### src/rtl/dircc_types_pkg.sv
// Shared DiRCC packet types.
// address_t : hardware address plus software address, port and flag (56 bits).
// packet_t  : destination, source, Lamport timestamp and 96-bit payload (240 bits).
package dircc_types_pkg;

    typedef struct packed {
        logic [31:0] hw_addr;
        logic [15:0] sw_addr;
        logic [6:0]  port;
        logic        flag;
    } address_t;

    typedef struct packed {
        address_t    dest_addr;
        address_t    src_addr;
        logic [31:0] lamport;
        logic [95:0] data;
    } packet_t;

endpackage

### src/rtl/dircc_packet_tx_arbiter.sv
// Round-robin arbiter that owns the outbound Avalon-ST link of a tile. It picks one of
// NUM_REQUESTERS local producers, latches its packet and streams it as eight 32-bit words.
//
// Ports:
//   clk, reset         system clock, asynchronous active-high reset
//   req                per-requester level request
//   packet_in          per-requester packet, sampled on the grant edge
//   grant              one-cycle one-hot acknowledge that the packet was latched
//   busy               high while a packet is being sent
//   current_owner      index of the last/current granted requester
//   out_*              Avalon-ST source (readyLatency 0, empty always 0)
module dircc_packet_tx_arbiter
    import dircc_types_pkg::*;
#(
    parameter int unsigned NUM_REQUESTERS = 4,
    parameter int unsigned OWNER_WIDTH    = $clog2(NUM_REQUESTERS)
) (
    input  logic                      clk,
    input  logic                      reset,
    input  logic [NUM_REQUESTERS-1:0] req,
    input  packet_t                   packet_in [NUM_REQUESTERS],
    output logic [NUM_REQUESTERS-1:0] grant,
    output logic                      busy,
    output logic [OWNER_WIDTH-1:0]    current_owner,
    output logic [31:0]               out_data,
    output logic                      out_valid,
    input  logic                      out_ready,
    output logic                      out_startofpacket,
    output logic                      out_endofpacket,
    output logic [1:0]                out_empty
);

    typedef enum logic [0:0] {
        StIdle,
        StSend
    } state_e;

    state_e                    r_state;
    state_e                    w_state_next;
    packet_t                   r_pkt;
    logic [2:0]                r_word_idx;
    logic [2:0]                w_word_idx_next;
    logic [OWNER_WIDTH-1:0]    r_owner;
    logic [NUM_REQUESTERS-1:0] r_grant;
    logic [NUM_REQUESTERS-1:0] w_grant_next;
    logic                      w_latch;
    logic                      w_found;
    logic [OWNER_WIDTH-1:0]    w_winner;
    logic [OWNER_WIDTH-1:0]    w_idx;
    logic [31:0]               w_word;

    // Round-robin search starting just after the last owner, wrapping modulo N.
    // The last candidate examined is the owner itself, so a lone requester always wins.
    always_comb begin
        w_found  = 1'b0;
        w_winner = r_owner;
        w_idx    = '0;
        for (int unsigned i = 1; i <= NUM_REQUESTERS; i++) begin
            w_idx = OWNER_WIDTH'((32'(r_owner) + i) % NUM_REQUESTERS);
            if (!w_found && req[w_idx]) begin
                w_found  = 1'b1;
                w_winner = w_idx;
            end
        end
    end

    // Next-state logic. Requests are only looked at in StIdle, which also forces the
    // one idle cycle between packets.
    always_comb begin
        w_state_next    = r_state;
        w_word_idx_next = r_word_idx;
        w_grant_next    = '0;
        w_latch         = 1'b0;
        unique case (r_state)
            StIdle: begin
                if (w_found) begin
                    w_latch                = 1'b1;
                    w_grant_next[w_winner] = 1'b1;
                    w_word_idx_next        = 3'd0;
                    w_state_next           = StSend;
                end
            end
            StSend: begin
                if (out_ready) begin
                    if (r_word_idx == 3'd7) begin
                        w_word_idx_next = 3'd0;
                        w_state_next    = StIdle;
                    end else begin
                        w_word_idx_next = r_word_idx + 3'd1;
                    end
                end
            end
            default: w_state_next = StIdle;
        endcase
    end

    // Word order expected by the far-side packet receiver.
    always_comb begin
        w_word = '0;
        unique case (r_word_idx)
            3'd0: w_word = r_pkt.dest_addr.hw_addr;
            3'd1: w_word = {r_pkt.dest_addr.sw_addr, r_pkt.dest_addr.port,
                            r_pkt.dest_addr.flag, 8'h00};
            3'd2: w_word = r_pkt.src_addr.hw_addr;
            3'd3: w_word = {r_pkt.src_addr.sw_addr, r_pkt.src_addr.port,
                            r_pkt.src_addr.flag, 8'h00};
            3'd4: w_word = r_pkt.lamport;
            3'd5: w_word = r_pkt.data[31:0];
            3'd6: w_word = r_pkt.data[63:32];
            3'd7: w_word = r_pkt.data[95:64];
            default: w_word = '0;
        endcase
    end

    always_ff @(posedge clk or posedge reset) begin
        if (reset) begin
            r_state    <= StIdle;
            r_word_idx <= 3'd0;
            r_owner    <= OWNER_WIDTH'(NUM_REQUESTERS - 1);
            r_grant    <= '0;
            r_pkt      <= '0;
        end else begin
            r_state    <= w_state_next;
            r_word_idx <= w_word_idx_next;
            r_grant    <= w_grant_next;
            if (w_latch) begin
                r_pkt   <= packet_in[w_winner];
                r_owner <= w_winner;
            end
        end
    end

    // Outputs decode straight from state so an asynchronous reset drops them at once.
    assign out_valid         = (r_state == StSend);
    assign busy              = out_valid;
    assign out_data          = out_valid ? w_word : 32'd0;
    assign out_startofpacket = out_valid && (r_word_idx == 3'd0);
    assign out_endofpacket   = out_valid && (r_word_idx == 3'd7);
    assign out_empty         = 2'b00;
    assign grant             = r_grant;
    assign current_owner     = r_owner;

endmodule
### config.mk
export PLATFORM = sky130hd
export DESIGN_NAME = dircc_packet_tx_arbiter
export DESIGN_NICKNAME = d
export VERILOG_FILES = /design/src/rtl/dircc_types_pkg.sv /design/src/rtl/dircc_packet_tx_arbiter.sv
export SDC_FILE = /design/constraint.sdc
export NUM_CORES = 1
export LEC_CHECK = 0
export CORE_AREA = 2 2 393 395
export DETAILED_ROUTE_END_ITERATION = 16
export DIE_AREA = 0 0 395 397
export GPL_ROUTABILITY_DRIVEN = 0
export PLACE_DENSITY_LB_ADDON = 0.25
export SETUP_SLACK_MARGIN = 0.02
export SYNTH_ARGS = -nofsm -noshare
export SYNTH_HDL_FRONTEND = slang
export SYNTH_SLANG_ARGS = --single-unit
### constraint.sdc
create_clock -name clk -period 9.9 [get_ports clk]
set_input_delay 1.485 -clock clk [delete_from_list [all_inputs] [get_ports clk]]
set_output_delay 1.485 -clock clk [all_outputs]
set_load 0.02 [all_outputs]
---- After elaboration in Yosys (flattened, before gate mapping) ----
Cells that the tools add are included.
Widths: inputs -> output; s select.
storage, ports and cells
  bits of input ports ..................... 967
  output and inout bits ................... 44
  register bits ........................... 250
  logic and storage cells ................. 82
operators by class
  $lt $le $gt $ge ......................... 7
  equal/unequal tests ..................... 9
  bitwise operators ....................... 2
  reductions and logical operators ........ 11
  multiplexer cells ....................... 34
  $add $sub $neg .......................... 5
operators with widths
  kind                 number
  $bmux 240 s2         1
  $mux 240             2
  $pmux 32 s8          1
  $mux 32              1
  $lt 2x3->1 const B   5
  $mux 1               13
  $eq 3x3->1 const B   4
  $mux 3               3
  $bmux 1 s2           4
  $mux 2               4
  $mux 4               2
  $eq 3x2->1 const B   2
  $logic_and 1x1->1    6
  $pmux 3 s2           1
  $add 2x1->2 const B  2
  $add 2x2->2 const B  2
  $ne 2x2->1 const B   2
  $add 3x1->3 const B  1
  $eq 3x1->1 const B   1
  $ge 3x3->1 const B   1
  $logic_not 1->1      3
  $logic_not 3->1      1
  $not 2->3            1
  $demux 1 s2          1
  4 further kinds      4

---- Longest topological paths before layout ----
  word-level depth ........................ 19
  depth in mapped cells ................... 11
  gate-level depth less buffers ........... 6

---- Worst setup path after synthesis ----
No wires, ideal clock.
  kind .................................... reg2out
  from .................................... reg r_word_idx[2]
  to ...................................... out out_data[10]
  path buffers ............................ 5
  data required time ...................... 8.415 ns
  cell stages (with the launch flop) ...... 12
  setup slack ............................. 5.494 ns
  arrival time ............................ 2.921 ns
  path through ............................ dfrtp_1 > clkbuf_1 > clkbuf_1 > clkbuf_1 > inv_1 > ha_1 > clkbuf_1 > or4_1 > nor2_2 > buf_2 > nand2_1 > a41oi_1
between the ends
  longest elaborated chain between the ends .. 3
  elaborated cells between the ends (all ways) .. 10
  classes of those cells .................. eq/ne: 7; mux: 2; reduce/logical: 1
RTL lines
  item                                RTL line                        source
  start: declaration                  dircc_packet_tx_arbiter.sv:41   logic [2:0] r_word_idx;
  start signal: assignment            dircc_packet_tx_arbiter.sv:124  r_word_idx <= w_word_idx_next;
  $eq 3x3->1 (tied with other cells)  dircc_packet_tx_arbiter.sv:100  unique case (r_word_idx)
  $pmux 32 s8 *                       dircc_packet_tx_arbiter.sv:100
  $mux 32 *                           dircc_packet_tx_arbiter.sv:136  assign out_data = out_valid ? w_word : 32'd0;
  end: declaration                    dircc_packet_tx_arbiter.sv:25   output logic [31:0] out_data,
Every way passes the cells marked *; elsewhere a longest branch is shown, timed or not.

---- Final worst setup path ----
  from .................................... reg r_word_idx[2]
  to ...................................... out out_data[15]
Same word-level chain as after synthesis.

==> out/summary.txt <==
Die X: 395 um
Synth cell count leaders: 482 x mux2i_1, 310 x nand2_1, 248 x dfrtp_1, 240 x o221ai_2, 55 x clkbuf_1
FF+latch area: 6262 sq um
Ys flop type: dfrtp_1
CTS Root Cell: clkbuf_16
Fin Setup TNS: 0 ns
# hold bufs at CTS: 0
TritonCTS clock tree: yes
Initial Utilization: 12.44%
Fin crit period: 6.321 ns
Crit-path leading delay family: buffers and inverters
Power density over the cells: 282.1 nW/um^2
Worst path max stage delay: 0.80 ns
H-tree depth: 2
WL/cell: 28.46 um
Crit Path Category: register to primary output
Leak: 12.82 nW
Final setup vio count: 0
Vias per inst: 3.857
Most frequent cell after synthesis: mux2i_1
Crit-path slowest cell: dfrtp_4
Area delta synth->final: 66.96%
Clock Latency Late Sink: 0.59 ns
Mapped Cells: 1,626
Drt first pass iters: 8
Fraction of layout cells with a size suffix above 1: 15.54%
Residual overflow from global routing: 0
DRC violations left: 0
Hold Vio Cnt, Final: 0
Avg Synthesized Cell Area: 11.70 sq um
Yosys cell types: 42
Worst Setup Start Kind: register
Final nets: 3,531
Total GRT Usage: 16.13%
Worst endpoint required time: 8.42 ns
Unrepaired setup endpoints after global routing: false
Worst clock skew: 0.02368 ns
Yosys Warn Count: 0
Least-Margin Pin Slew: 1.139 ns
Final Slew Violations: 0
Drt total wl: 131,800 um
Async set-or-reset flop fraction in the synthesized netlist: 100.0%
Status: finished clean
Routed via count: 17,860
Drt initial violations: 1,327
Layout fillers: 16,780
#FFs+latches synth: 250
Worst VDD drop: 0.0002089 V
Fin util: 20.77%
IO buf count: 1,008
EDFF count, synth: 0
Die Y: 397 um
Post-detail-place hpwl: 109,100 um
Initial antenna violation count: 42
Cts repair resizes: 0
Core area: 153,000 sq um
Largest net degree at the start of global routing: 108
Cts bufs inserted: 37
Reg2Reg Setup Slack: 5.99 ns
Longest Clk Path Bufs: 3
Cells along the critical path: inv_1 > ha_2 > buf_4 > or4_1 > nor2_4 > buf_4 > nand2_1 > a41oi_1 > clkdlybuf4s50_1
Max_cap viols: 0
Pre-CTS WS: 4.029 ns
Ratio of final minimum period to clock period: 63.85%
Largest cells by area after synthesis: dfrtp_1 33%, mux2i_1 25%, o221ai_2 19%, nand2_1 6.1%, buf_12 4.7%
Area of the multi-input gates: 11,110 sq um
Post-DP Area: 30,570 sq um
Vias in the first global route: 19,140
Synth top area share: 32.61%
Fmax achieved: 0.1582 GHz
First-pass GRT wire length: 170,900 um
CP bufs+invs: 4
Clk sink count: 250
CTS clock-pin slew for the worst setup and hold paths: 0.06 ns
Worst slew margin relative to its limit: 24.08%
Antenna-violating nets left: 0
DIE AREA: 156,800 sq um
Worst Path Arrival: 4.84 ns
Seq/Total Area, Yosys: 32.89%
Most area-hungry cell type in the Yosys netlist: dfrtp_1
Crit-path most repeated cell: buf_4
Fin cells: 4,631
Final Cell Area: 31,770 sq um
Critical path endpoint category: primary output
Worst-path fanout max: 39
Row count: 144
Syn Std Cell Area: 19,030 sq um
Final setup margin: 3.579 ns
Top Ports: 1,011
Postcts setup bufs: 0
Hold Crit Class: register to register
Placed Cells: 4,563
## registers in the layout (all words and copies together), names as in the netlist
| register | cells |
|---|---|
| busy | 1 |
| grant | 4 |
| current_owner | 2 |
| r_word_idx | 3 |
| r_pkt | 240 |
## stage by stage
step	power (W)	hold WS (ns)
floorplan	0.005396	0.4523
global placement	0.007786	0.4686
detailed placement	0.007793	0.4683
CTS	0.009238	0.4897
global route	0.009548	0.5049
finish	0.008962	0.4874
## final timing paths
check                                       from      endpoint  depth (start not counted)
worst max register to register  current_owner[0]    r_pkt[129]                          7
max in group asynchronous                  reset    r_pkt[169]                          3
worst min-delay path                  r_pkt[168]    r_pkt[168]                          2
worst min register to register        r_pkt[168]    r_pkt[168]                          2
min in group asynchronous                  reset    r_pkt[209]                          2
worst max-delay path               r_word_idx[2]  out_data[15]                          9
## layout make-up
| cell class | instances | area share, % |
|---|---|---|
| sequential | 250 | 19.71 |
| antenna | 7 | 0.05513 |
| clock inverter | 12 | 0.4489 |
| multi-input combinational | 1201 | 34.98 |
| clock buffer | 49 | 3.284 |
| timing repair buffer | 1061 | 33.32 |
| tap | 2044 | 8.049 |
| inverter | 7 | 0.1496 |
## placed cells by master (no fill, tap or decap), types with 19 or more instances in the layout
cell	synthesis	final
dfrtp_1	248	247
a41oi_1	19	19
nand2_1	310	309
o221ai_2	240	240
a222oi_1	37	37
clkdlybuf4s50_1	0	1008
clkbuf_16	0	39
mux2i_1	482	482
buf_4	10	45
mux2_2	36	36
## logic make-up (layout without fill, tap and decap cells)
kind of cell | after synthesis | after routing | share of synthesized area, %
AND/OR/NAND/NOR | 332 | 332 | 6.752
other | 1 | 9 | 0.01970
adder cells (fa/ha/maj) | 6 | 6 | 0.3945
flip-flops | 250 | 250 | 32.89
AO/OA/AOI/OAI | 343 | 343 | 23.52
multiplexers | 518 | 518 | 27.48
buffers and inverters | 176 | 1129 | 8.941
## tightest hold or removal path: stages, from the launching register on
cell	delay [ns]
dfrtp_1	0.34
nand2_1	0.06
o221ai_2	0.05
## report_power, final
part | total (W) | switching (W) | internal (W)
clock network | 0.00137 | 0.000560 | 0.000814
registers | 0.00237 | 0.000835 | 0.00154
logic | 0.00522 | 0.00295 | 0.00227
total | 0.00896 | 0.00434 | 0.00462
## layer usage
layer | share of wire [%] | vias up | routed length, um | global-route usage, %
met5 | 0.045 | - | 59 | 0
met4 | 2.6 | 10 | 3385 | 4.410
met3 | 6.5 | 140 | 8554 | 4.079
li1 | - | 8227 | - | -
met2 | 50 | 724 | 65410 | 27.95
met1 | 41 | 8762 | 54390 | 19.70
Power figures use the tool's default switching activity.
